--- src/rtl/decode_pkg.sv ---
`default_nettype none
// ============================================================================
// Module      : decode_pkg
// Description : Shared constants and types for the instruction-decode stage:
//               opcode values, ALU operation codes, instruction field
//               positions, instruction class enum and the control bundle.
//               The control bundle carries an extra 'illegal' bit when
//               INSTR_DECODE_ILLEGAL_EN is defined.
// Revision    : 1.0 - initial release
// ============================================================================
package decode_pkg;

    // Instruction field positions (opcode is MSB-first in this core)
    localparam int OPC_MSB = 31;
    localparam int OPC_LSB = 25;
    localparam int F3_MSB  = 14;
    localparam int F3_LSB  = 12;
    localparam int F7_MSB  = 6;
    localparam int F7_LSB  = 0;

    // Major opcodes
    localparam logic [6:0] OPC_RTYPE  = 7'b0110011;
    localparam logic [6:0] OPC_ITYPE  = 7'b0010011;
    localparam logic [6:0] OPC_LOAD   = 7'b0000011;
    localparam logic [6:0] OPC_STORE  = 7'b0100011;
    localparam logic [6:0] OPC_BRANCH = 7'b1100011;

    // funct7 value that turns R-type funct3=000 into a subtract
    localparam logic [6:0] F7_SUB = 7'b0100000;

    // ALU operation codes
    localparam logic [2:0] ALU_ADD = 3'b000;
    localparam logic [2:0] ALU_SUB = 3'b001;
    localparam logic [2:0] ALU_SLL = 3'b010;
    localparam logic [2:0] ALU_SLT = 3'b011;
    localparam logic [2:0] ALU_XOR = 3'b100;
    localparam logic [2:0] ALU_SRL = 3'b101;
    localparam logic [2:0] ALU_OR  = 3'b110;
    localparam logic [2:0] ALU_AND = 3'b111;

    typedef enum logic [2:0] {
        CLS_NONE   = 3'd0,
        CLS_RTYPE  = 3'd1,
        CLS_ITYPE  = 3'd2,
        CLS_LOAD   = 3'd3,
        CLS_STORE  = 3'd4,
        CLS_BRANCH = 3'd5
    } instr_class_t;

    typedef struct packed {
        logic [2:0] alu_op;
        logic       reg_write;
        logic       mem_write;
        logic       mem_read;
        logic       mem_to_reg;
        logic       branch;
        logic       is_rtype;
        logic       is_load;
        logic       is_store;
        logic       is_branch;
`ifdef INSTR_DECODE_ILLEGAL_EN
        logic       illegal;
`endif
    } ctrl_t;

endpackage
`default_nettype wire

--- src/rtl/decode_alu_ctrl.sv ---
`default_nettype none
// ============================================================================
// Module      : decode_alu_ctrl
// Description : Combinational ALU-operation selection from instruction class,
//               funct3 and funct7.
// Revision    : 1.0 - initial release
// ============================================================================
module decode_alu_ctrl
    import decode_pkg::*;
(
    input  logic [2:0]   funct3,
    input  logic [6:0]   funct7,
    input  instr_class_t cls,
    output logic [2:0]   alu_op
);

    logic [2:0] f3_op;

    // Shared funct3 table for R-type and I-type ALU instructions
    always_comb begin
        f3_op = ALU_ADD;
        case (funct3)
            3'b000:  f3_op = ALU_ADD;
            3'b001:  f3_op = ALU_SLL;
            3'b010:  f3_op = ALU_SLT;
            3'b011:  f3_op = ALU_SLT;
            3'b100:  f3_op = ALU_XOR;
            3'b101:  f3_op = ALU_SRL;
            3'b110:  f3_op = ALU_OR;
            default: f3_op = ALU_AND;
        endcase
    end

    // Class-dependent override: only R-type honours funct7 for subtract
    always_comb begin
        alu_op = ALU_ADD;
        case (cls)
            CLS_RTYPE:  alu_op = (funct3 == 3'b000 && funct7 == F7_SUB) ? ALU_SUB : f3_op;
            CLS_ITYPE:  alu_op = f3_op;
            CLS_BRANCH: alu_op = ALU_SUB;
            default:    alu_op = ALU_ADD;
        endcase
    end

endmodule
`default_nettype wire

--- src/rtl/instr_decode.sv ---
`default_nettype none
// ============================================================================
// Module      : instr_decode
// Description : Registered instruction-decode pipeline stage. Classifies the
//               instruction by opcode, generates datapath strobes and the
//               ALU op, and registers them behind an enable.
//               Optional macro INSTR_DECODE_ILLEGAL_EN adds an 'illegal'
//               output flagging unknown opcodes.
// Revision    : 1.0 - initial release
// ============================================================================
module instr_decode
    import decode_pkg::*;
#(
    parameter int XLEN = 32
) (
    input  logic            clk,
    input  logic            rst_n,
    input  logic            en,
    input  logic [XLEN-1:0] instruction,
    output logic [2:0]      ALUop,
    output logic            reg_write,
    output logic            mem_write,
    output logic            mem_read,
    output logic            mem_to_reg,
    output logic            branch,
    output logic            is_rtype,
    output logic            is_itype_load,
    output logic            is_itype_store,
`ifdef INSTR_DECODE_ILLEGAL_EN
    output logic            illegal,
`endif
    output logic            is_branch
);

    logic [6:0]   opcode;
    logic [2:0]   funct3;
    logic [6:0]   funct7;
    instr_class_t cls;
    logic [2:0]   alu_op;
    ctrl_t        nxt;
    ctrl_t        ctrl_q;

    assign opcode = instruction[OPC_MSB:OPC_LSB];
    assign funct3 = instruction[F3_MSB:F3_LSB];
    assign funct7 = instruction[F7_MSB:F7_LSB];

    // Operand/immediate fields are consumed further down the pipe, not here
    logic unused_fields;
    assign unused_fields = ^{instruction[24:15], instruction[11:7]};

    // Opcode to instruction class
    always_comb begin
        cls = CLS_NONE;
        case (opcode)
            OPC_RTYPE:  cls = CLS_RTYPE;
            OPC_ITYPE:  cls = CLS_ITYPE;
            OPC_LOAD:   cls = CLS_LOAD;
            OPC_STORE:  cls = CLS_STORE;
            OPC_BRANCH: cls = CLS_BRANCH;
            default:    cls = CLS_NONE;
        endcase
    end

    decode_alu_ctrl u_alu_ctrl (
        .funct3 (funct3),
        .funct7 (funct7),
        .cls    (cls),
        .alu_op (alu_op)
    );

    // Class to control strobes; unknown opcodes become an all-zero bubble
    always_comb begin
        nxt        = '0;
        nxt.alu_op = alu_op;
        case (cls)
            CLS_RTYPE: begin
                nxt.is_rtype  = 1'b1;
                nxt.reg_write = 1'b1;
            end
            CLS_ITYPE: begin
                nxt.reg_write = 1'b1;
            end
            CLS_LOAD: begin
                nxt.is_load    = 1'b1;
                nxt.reg_write  = 1'b1;
                nxt.mem_read   = 1'b1;
                nxt.mem_to_reg = 1'b1;
            end
            CLS_STORE: begin
                nxt.is_store  = 1'b1;
                nxt.mem_write = 1'b1;
            end
            CLS_BRANCH: begin
                nxt.is_branch = 1'b1;
                nxt.branch    = 1'b1;
            end
            default: begin
`ifdef INSTR_DECODE_ILLEGAL_EN
                nxt.illegal = 1'b1;
`endif
            end
        endcase
    end

    // Pipeline register: async clear, load only when the stage is enabled
    always_ff @(posedge clk or negedge rst_n) begin
        if (!rst_n) begin
            ctrl_q <= '0;
        end else if (en) begin
            ctrl_q <= nxt;
        end
    end

    assign ALUop          = ctrl_q.alu_op;
    assign reg_write      = ctrl_q.reg_write;
    assign mem_write      = ctrl_q.mem_write;
    assign mem_read       = ctrl_q.mem_read;
    assign mem_to_reg     = ctrl_q.mem_to_reg;
    assign branch         = ctrl_q.branch;
    assign is_rtype       = ctrl_q.is_rtype;
    assign is_itype_load  = ctrl_q.is_load;
    assign is_itype_store = ctrl_q.is_store;
    assign is_branch      = ctrl_q.is_branch;
`ifdef INSTR_DECODE_ILLEGAL_EN
    assign illegal        = ctrl_q.illegal;
`endif

endmodule
`default_nettype wire

--- config.mk ---
export PLATFORM = sky130hd
export DESIGN_NAME = instr_decode
export DESIGN_NICKNAME = d
export VERILOG_FILES = /design/src/rtl/decode_pkg.sv /design/src/rtl/decode_alu_ctrl.sv /design/src/rtl/instr_decode.sv
export SDC_FILE = /design/constraint.sdc
export NUM_CORES = 1
export LEC_CHECK = 0
export CAP_MARGIN = 15
export CORE_MARGIN = 2
export CORE_UTILIZATION = 28
export DETAILED_ROUTE_END_ITERATION = 10
export HOLD_SLACK_MARGIN = 0.05
export PLACE_DENSITY = 0.8
export SLEW_MARGIN = 40
export SYNTH_ARGS = -nofsm -noshare
export SYNTH_HDL_FRONTEND = slang
export SYNTH_SLANG_ARGS = --single-unit
--- constraint.sdc ---
create_clock -name clk -period 0.89 [get_ports clk]
set_input_delay 0.178 -clock clk [delete_from_list [all_inputs] [get_ports clk]]
set_output_delay 0.178 -clock clk [all_outputs]
set_load 0.01 [all_outputs]
After elaboration in Yosys (flattened, before gate mapping)
Cells that the tools add are included.
{"block": "classes", "eq_ne": 17, "mux": 10, "reduce_logical": 4}
{"operator": "$eq 7x6->1 const B", "n": 3}
{"operator": "$pmux 3 s6", "n": 1}
{"operator": "$eq 3x3->1 const B", "n": 5}
{"operator": "$pmux 3 s5", "n": 1}
{"operator": "$eq 3x2->1 const B", "n": 4}
{"operator": "$pmux 3 s3", "n": 1}
{"operator": "$eq 7x2->1 const B", "n": 1}
{"operator": "$eq 7x5->1 const B", "n": 1}
{"operator": "$eq 7x7->1 const B", "n": 1}
{"operator": "$eq 3x1->1 const B", "n": 2}
{"operator": "$mux 1", "n": 5}
{"operator": "$logic_not 3->1", "n": 1}
{"operator": "$mux 3", "n": 1}
{"operator": "$reduce_or 3->1", "n": 1}
{"operator": "$mux 2", "n": 1}
{"operator": "$reduce_or 2->1", "n": 1}
{"operator": "$logic_and 1x1->1", "n": 1}
{"block": "totals", "ff_bits": 10, "input_bits": 35, "out_inout_bits": 12, "wordCells": 39}

Depth between registers and ports, before layout
Gate-level depths: netlist of the first run.
{"block": "depth", "word_depth": 5, "ltp_mapped": 4, "depth_no_buf": 4}

By module
From an unflattened synthesis of the first run, not the netlist that was laid out.
{"block": "hier_totals", "cells_unflattened": 51, "hier_area_um2": 515.5}
{"mod": "instr_decode", "n_inst": 1, "cells_per_inst": 37, "area_each_um2": 425.4, "seq_area_each_um2": 200.2}
{"mod": "decode_alu_ctrl", "n_inst": 1, "cells_per_inst": 14, "area_each_um2": 90.1, "seq_area_each_um2": 0.0}

Worst setup path before layout of the first run
Ideal clock, no wire load.
{"block": "synth_timing", "path_type": "in2reg", "from": "input instruction[12]", "to": "register ctrl_q (netlist bit ALUop[0])", "setup_time_ps": 87, "t_arrival_ps": 867, "required_time_ps": 803, "setup_slack_ps": -63, "path_stages": 4, "n_path_buf": 0, "cell_sequence": "nor4_1 -> and4b_1 -> a41oi_1 -> a211oi_2"}
{"block": "synth_between", "elab_chain_cells": 5, "word_cells_on_any_way": 12, "classes_between": "eq/ne: 6; mux: 3; reduce/logical: 3"}
{"element": "start: declaration", "line": "instr_decode.sv:19", "text": "input logic [XLEN-1:0] instruction,"}
{"element": "$eq 3x2->1", "line": "decode_alu_ctrl.sv:22", "text": "case (funct3)"}
{"element": "$reduce_or 2->1 (no line)"}
{"element": "$pmux 3 s6", "line": "decode_alu_ctrl.sv:22"}
{"element": "$mux 3", "line": "decode_alu_ctrl.sv:38", "text": "CLS_RTYPE: alu_op = (funct3 == 3'b000 && funct7 == F7_SUB) ? ALU_SUB : f3_op;"}
{"element": "$pmux 3 s3 *", "line": "decode_alu_ctrl.sv:37", "text": "case (cls)"}
{"element": "end signal: assignment", "line": "instr_decode.sv:110", "text": "ctrl_q <= nxt;"}
{"element": "end: declaration", "line": "instr_decode.sv:41", "text": "ctrl_t ctrl_q;"}
Every way passes the cells marked *; elsewhere a longest branch is shown, timed or not.
A chain may end at the register's enable or synchronous reset.

==> impl_metrics.ini, run 1 <==
[synthesis]
syn_area_per_cell_um2 = 9.60
syn_inst = 49
ys_ff_latch = 8
ys_seq_area_share_pct = 42.6
syn_area_um2 = 470
yosysWarnings = 0
synthDistinctLibCells = 23
synth_edf_count = 0
async_flop_share_pct = 100
syn-num-nets = 84
synth_top_flop_cell = dfrtp_1

[global_routing]
grt_first_pass_wirelength_um = 2300
met2_usage_pct = 27.1
gr-usage-met3_pct = 4.00
antenna_found_initial = 0
busiest_layer = met2
grt_overflow_total = 0
first_global_vias = 540
grt_max_degree = 9
track_usage_pct = 15.8
met1_usage_pct = 18.3

[floorplan]
core_um2 = 1540
die_x_um = 45.0
initial_core_util_pct = 30.5
fp-row-count = 14
design.portCount = 47
dieArea_um2 = 2020
die_h_um = 45.0

[sta]
slew_headroom_pct = 75.1
setup_viol = 13
finClkSkew_ns = 0
hold_viol = 0
rsz0062_at_grt = yes
slew_viol_final = 0
min_period_ns = 0.966
setup_ws_ns = -0.0759
fmax_mhz = 1040
tightest_slew_ns = 0.372
fin_crit_sh_pct = 109
fin_hold_ws_ns = 0.206

[power]
pwr-share-seq_pct = 43.4
internal-power_uw = 643
p_per_area_nw_per_um2 = 929
p_leak_nw = 0.487
combPwrFrac_pct = 24.9
switching_share_pct = 25.1
p_switching_uw = 216
vdd_drop_max_mv = 0.422
p_clk_share_pct = 31.7

[cells_and_area]
fin_nets = 138
multiInputGateArea_um2 = 273
n_antenna_cell = 0
fill_cells = 147
drive_gt1_share_pct = 59.4
syn_to_final_growth_pct = 96.5
seqCellArea_um2 = 200

[clock_tree]
clkTransAtPathRegs_ns = 0.06
cts_buffers = 3
tritoncts = done
clk_path_buf_depth = 2
clk_latency_ns = 0.25
cts_root_buffer = clkbuf_4
cts_htree_levels = 1
clock_sinks = 8

[critical_path]
cp.required_ns = 0.71
path_buf_inv = 1
critPathLaunchType = flip-flop
arrival_ns = 0.79
worstSetupPathType = flip-flop to output pin
cp_top_family = flip-flops
crit_path_max_incr_delay_ns = 0.40
crit_path_max_fanout = 4
slowest_stage = dfrtp_1
crit_path_end_kind = output pin
path_cells = buf_2

[route]
drt_iter0_drc = 4
vias = 576
vias_per_cell = 4.92
wire_per_inst_um = 12.5
routed_wirelength_um = 1460
dr.pass1.iters = 4
drc_errors = 0
ant_nets = 0

[min_path]
hp-class = input pin to asynchronous set/reset pin

[place]
io_buffers = 31
pre_cts_slack_ns = -0.663
place_hpwl_um = 1020
globalplace.congestion = 0.769

[status]
violations = setup timing
status = finished, violations left

[run]
maxCapViolCount = 0
==> cell usage after synthesis (all sizes together) (2+ instances only) <==
cell type / count / share of area, %
nor2: 2 / 1.6
inv: 4 / 3.2
o21ai: 4 / 4.3
a22o: 2 / 3.7
nand2: 5 / 4.0
nor3: 2 / 2.1
buf: 4 / 6.4
o2bb2ai: 2 / 3.7
dfrtp: 8 / 43
nand4: 2 / 2.7
nor4: 3 / 7.2
==> cells by family (layout without fill, tap and decap cells) <==
kind of cell | after synthesis | after routing | synth area share, %
and+or+nand+nor | 20 | 20 | 27.1
DFF | 8 | 8 | 42.6
buffers and inverters | 9 | 61 | 10.4
AOI/OAI and AO/OA | 11 | 11 | 17.8
muxes | 1 | 1 | 2.13
==> sequential cells by signal, indices dropped and copies added (netlist names) <==
register        cells
ALUop               3
is_branch           1
reg_write           1
is_itype_store      1
mem_read            1
is_rtype            1
==> metrics by stage <==
step           area [um^2]  instances  total power [mW]  util [%]  setup TNS, ns
6_report               925        117             0.859      60.0         -0.752
2_1_floorplan          470         49             0.432         -        -0.0633
3_3_place_gp           872        105             0.592      56.6          -6.08
5_1_grt                925        117             0.920      60.0          -1.21
3_5_place_dp           872        105             0.594      56.6          -6.49
4_1_cts                867        113             0.859      56.3         -0.855
==> per-layer routing <==
layer	vias up	share of wire, %	wire, um
li1	281	-	-
met1	261	38	557
met2	30	48	699
met3	4	13	183
met4	0	1.4	20
met5	-	0	0
==> timing repair <==
item,4_1_cts,5_1_grt
buffers inserted,5,4
resized for setup,102,9
pin swaps,9,5
setup endpoints to repair,20,17
hold buffers,0,0
==> cell usage in the layout (no fill, tap or decap), drive strengths merged <==
master,netlist,final
clkbuf,1,4
a211oi,1,1
nor3,2,2
a22o,2,2
inv,4,4
o2bb2ai,2,2
nand3b,1,1
nor4,3,3
clkdlybuf4s15,0,3
nand2b,1,1
mux2i,1,1
and2b,1,1
o21ai,4,4
a41oi,1,1
nand2,5,5
dlygate4sd2,0,5
dfrtp,8,8
buf,4,44
clkdlybuf4s50,0,1
o211ai,1,1
nor2b,1,1
and4b,1,1
nand3,1,1
nor2,2,2
nand4,2,2
==> power groups by stage <==
stage	registers [mW]	clock network [mW]	logic [mW]
2_1_floorplan	0.382	0	0.0495
3_3_place_gp	0.380	0	0.212
3_5_place_dp	0.380	0	0.214
4_1_cts	0.373	0.284	0.202
5_1_grt	0.373	0.315	0.232
6_report	0.373	0.272	0.214
==> final cells by class <==
cell class | instances | area share [%]
inverters | 4 | 1.62
clock buffers | 3 | 2.44
well taps | 16 | 2.17
flip-flops and latches | 8 | 21.7
multi-input cells | 32 | 29.5
repair buffers | 54 | 42.6
==> final timing paths <==
path	from	endpoint	slack (ns)	depth (start not counted)
max	mem_read	is_itype_load	-0.08	1
min	rst_n	ALUop[2]	0.21	1
max reg2reg	mem_read	mem_read	0.04	2
min reg2reg	ALUop[0]	ALUop[0]	0.56	2
max in group asynchronous	rst_n	reg_write	0.41	1
min in group clk	instruction[28]	ALUop[0]	0.27	4
No activity file was read; power rests on OpenSTA's default activity.
==> run 2, diff against run 1 <==
- PLACE_DENSITY: 0.8 -> 0.77
==> impl_metrics.ini, run 2 (synthesized netlist as in run 1, its figures left out) <==
[cells_and_area]
layout_common_cells = buf_4, buf_2, dfrtp_1
syn_to_final_growth_pct = 92.3
layout_commonest_cell = buf_4
fin_nets = 136
largest_reg_flops = 3
final_util_pct = 58.7
drive_gt1_share_pct = 56.6
n_antenna_cell = 0

[floorplan]
die_h_um = 45.0
die_x_um = 45.0
core_um2 = 1540
dieArea_um2 = 2020
initial_core_util_pct = 30.5
fp-row-count = 14
design.portCount = 47

[clock_tree]
cts_root_buffer = clkbuf_4
cts_htree_levels = 1
clkTransAtPathRegs_ns = 0.07
clock_sinks = 8
cts_buffers = 3
tritoncts = done
holdBufCountCts = 0
clk_path_buf_depth = 2
clk_latency_ns = 0.26

[critical_path]
critPathLaunch = is_itype_store
path_buf_inv = 1
critPathCapture = is_itype_store
r2r-start = ALUop[2]
crit_path_end_kind = output pin
path_cells = buf_2
critPathLaunchType = flip-flop
crit_path_max_incr_delay_ns = 0.39
arrival_ns = 0.80
r2r.worst_path.cells = 3
worst_r2r_endpoint = ALUop[2]
cp_top_family = flip-flops
r2r_slack_ns = 0.04
slowest_stage = dfrtp_1
worstSetupPathType = flip-flop to output pin
crit_cells = 1
crit_path_max_fanout = 3
cp.required_ns = 0.71

[power]
p_per_area_nw_per_um2 = 976
internal-power_uw = 653
p_clk_share_pct = 32.9
p_switching_uw = 230
pwr-share-seq_pct = 42.2
p_leak_nw = 0.474
vdd_drop_max_mv = 0.427
switching_share_pct = 26.1
combPwrFrac_pct = 24.9

[route]
vias = 549
top_layer_used = met3
vias_per_cell = 4.77
routed_wirelength_um = 1390
wl_met1_um = 588
dr.pass1.iters = 4
ant_nets = 0
wire_per_inst_um = 12.1
drt_iter0_drc = 12
routed-wl-met2_um = 681
drc_errors = 0
wl_met3_um = 122

[global_routing]
grt_max_degree = 9
grt_first_pass_wirelength_um = 2230
grt_overflow_total = 0
track_usage_pct = 15.3
first_global_vias = 527
antenna_found_initial = 0

[place]
place_hpwl_um = 1030
io_buffers = 31
globalplace.congestion = 0.715
pre_cts_slack_ns = -0.668

[status]
status = finished, violations left
violations = setup timing

[sta]
fin_crit_sh_pct = 110
tightest_slew_ns = 0.371
setup_ws_ns = -0.0866
slew_headroom_pct = 75.2
rsz0062_at_grt = yes
min_period_ns = 0.977
hold_viol = 0
setup_viol = 12
fmax_mhz = 1020
slew_viol_final = 0
finClkSkew_ns = 0

[min_path]
hp-class = input pin to flip-flop

[run]
maxCapViolCount = 0
run 2: changes by cell type in the layout (fill, tap and decap cells not counted), moves of 2 or more:
cell and change:
o2bb2ai_2 -2, buf_4 -3, buf_6 +2, o2bb2ai_1 +2
run 2: worst register-to-register path, stage by stage (launching register included):
cell and delay [ns]:
dfrtp_1 0.37, buf_4 0.13, buf_4 0.12, o2bb2ai_1 0.12
run 2: stage by stage:
| stage | hold WS (ns) | power (mW) | TNS, ns | area [um^2] | cells |
|---|---|---|---|---|---|
| global route | 0.183 | 0.918 | -1.14 | 905 | 115 |
| detailed placement | 0.482 | 0.593 | -6.48 | 865 | 104 |
| CTS | 0.201 | 0.869 | -0.928 | 838 | 110 |
| floorplan | -0.118 | 0.432 | -0.0633 | 470 | 49 |
| global placement | 0.476 | 0.590 | -5.94 | 865 | 104 |
| finish | 0.178 | 0.883 | -0.820 | 905 | 115 |
run 2: cell type report:
class                           count  area [um^2]
Tap cell                           16         20.0
Inverter                            4         15.0
Multi-Input combinational cell     32          258
Timing Repair Buffer               52          389
Fill cell                         160          637
Clock buffer                        3         22.5
Sequential cell                     8          200
run 2: timing repair:
item	CTS	global route
pin swaps	11	6
gates resized for setup	109	8
endpoints found under the setup margin	20	15
setup buffers	4	5
run 2: how the worst min path moves through the flow:
stage                                from             end  slack (ns)  cells past startpoint
after global placement              rst_n  is_itype_store        0.48                      1
final                     instruction[31]       is_branch        0.18                      3
after CTS                           rst_n       is_branch        0.20                      1
after global routing      instruction[31]       is_branch        0.18                      3
after floorplan                     rst_n        ALUop[0]       -0.12                      0
after detailed placement         ALUop[1]        ALUop[1]        0.48                      1
run 2: power groups by stage:
stage                     combinational [mW]  clock (mW)  sequential (mW)
after floorplan                       0.0495           0            0.382
after global placement                 0.210           0            0.380
after detailed placement               0.214           0            0.380
after CTS                              0.200       0.297            0.373
after global routing                   0.239       0.306            0.373
final                                  0.220       0.291            0.373
run 2: layer usage:
metal / GRT usage (%) / up-vias
met1: 18.8 / 250
li1: - / 276
met2: 25.4 / 23
met3: 3.20 / 0
met4: 7.06 / 0
met5: 0 / -
==> run 3, diff against run 2 <==
- ABC_CLOCK_PERIOD_IN_PS: not set -> 890
- CORE_ASPECT_RATIO: not set -> 1.1
==> impl_metrics.ini, run 3 (synthesized netlist as in run 1, its figures left out) <==
[status]
status = finished, violations left
violations = setup timing

[sta]
fin_crit_sh_pct = 109
slew_viol_final = 0
tightest_slew_ns = 0.381
finClkSkew_ns = 0
hold_viol = 0
fmax_mhz = 1030
min_period_ns = 0.969
rsz0062_at_grt = yes
setup_viol = 12
setup_ws_ns = -0.0790
slew_headroom_pct = 74.5

[critical_path]
worstSetupPathType = flip-flop to output pin
crit_path_max_incr_delay_ns = 0.39
cp.required_ns = 0.71
path_buf_inv = 1
cp_top_family = flip-flops
slowest_stage = dfrtp_1
critPathLaunchType = flip-flop
path_cells = buf_2
r2r_slack_ns = 0.01
crit_path_max_fanout = 4
crit_path_end_kind = output pin
arrival_ns = 0.79

[cells_and_area]
layout_commonest_cell = buf_4
fin_nets = 135
stdcell_area_um2 = 872
layout_common_cells = buf_4, buf_2, dfrtp_1
syn_to_final_growth_pct = 85.4
drive_gt1_share_pct = 57.1
largest_reg_flops = 3
n_antenna_cell = 0
fill_cells = 167

[power]
combPwrFrac_pct = 24.1
pwr-share-seq_pct = 43.3
p_leak_nw = 0.460
p_per_area_nw_per_um2 = 987
internal-power_uw = 643
switching_share_pct = 25.3
p_switching_uw = 217
p_clk_share_pct = 32.5
fin_total_pwr_uw = 861
vdd_drop_max_mv = 0.554

[floorplan]
die_h_um = 47.0
core_um2 = 1580
die_x_um = 43.1
dieArea_um2 = 2020
fp-row-count = 15
design.portCount = 47
initial_core_util_pct = 29.8

[clock_tree]
cts_root_buffer = clkbuf_4
clk_latency_ns = 0.25
clk_path_buf_depth = 2
cts_htree_levels = 1
tritoncts = done
clkTransAtPathRegs_ns = 0.06
clock_sinks = 8
cts_buffers = 3

[route]
vias = 564
routed_wirelength_um = 1330
drt_iter0_drc = 8
vias_per_cell = 4.90
drc_errors = 0
ant_nets = 0
wire_per_inst_um = 11.6
dr.pass1.iters = 4

[global_routing]
grt_first_pass_wirelength_um = 2170
antenna_found_initial = 0
first_global_vias = 532
grt_max_degree = 9
track_usage_pct = 14.8
grt_overflow_total = 0

[min_path]
hp-class = input pin to asynchronous set/reset pin

[run]
maxCapViolCount = 0

[place]
io_buffers = 31
place_hpwl_um = 1010
dpl_cell_area_um2 = 851
globalplace.congestion = 0.728
run 3: cell count changes in the layout (fill, tap and decap cells not counted), sizes merged:
cell and change:
buf -2, clkbuf +1
run 3: per-stage QoR:
step	hold WS (ns)	setup TNS, ns	instances	utilization, %	setup slack, ns
global route	0.228	-1.28	115	55.3	-0.134
floorplan	-0.118	-0.0633	49	-	-0.0633
global placement	0.473	-5.82	103	54.0	-0.584
detailed placement	0.479	-6.05	103	54.0	-0.643
CTS	0.216	-0.876	112	54.0	-0.0963
finish	0.210	-0.744	115	55.3	-0.0790
run 3: cell type report:
class | instances | area [um^2] | share of cell area, %
clock buffers | 3 | 22.5 | 2.58
repair buffers | 51 | 362 | 41.5
multi-input cells | 32 | 251 | 28.8
inverters | 4 | 15.0 | 1.72
flip-flops and latches | 8 | 200 | 23.0
well taps | 17 | 21.3 | 2.44
run 3: final timing paths:
kind                                 start             to  cells after the start
max in group asynchronous            rst_n       ALUop[0]                      1
setup reg to reg                  ALUop[0]       ALUop[0]                      4
setup / recovery                  mem_read  is_itype_load                      1
hold / removal                       rst_n       is_rtype                      1
hold reg to reg                  reg_write      reg_write                      1
min in group clk           instruction[27]       ALUop[0]                      4
run 3: timing repair:
item                                   in CTS  in global routing
buffers inserted                            6                  3
hold buffers                                0                  0
gates resized for setup                   106                  3
pin swaps                                   8                  5
setup endpoints to repair                  20                 14
endpoints found under the hold margin       0                  0
run 3: routing by layer:
layer | vias up | GRT usage [%] | wire, um
met1 | 261 | 15.8 | 529
met2 | 27 | 27.8 | 677
met5 | - | 0 | 0
met3 | 2 | 3.46 | 123
li1 | 274 | - | -
met4 | 0 | 7.27 | 4
run 3: power groups by stage:
stage | sequential (mW) | clock, mW | combinational [mW]
after CTS | 0.373 | 0.291 | 0.202
after floorplan | 0.382 | 0 | 0.0495
final | 0.373 | 0.280 | 0.208
after detailed placement | 0.380 | 0 | 0.211
after global routing | 0.373 | 0.317 | 0.225
after global placement | 0.380 | 0 | 0.205
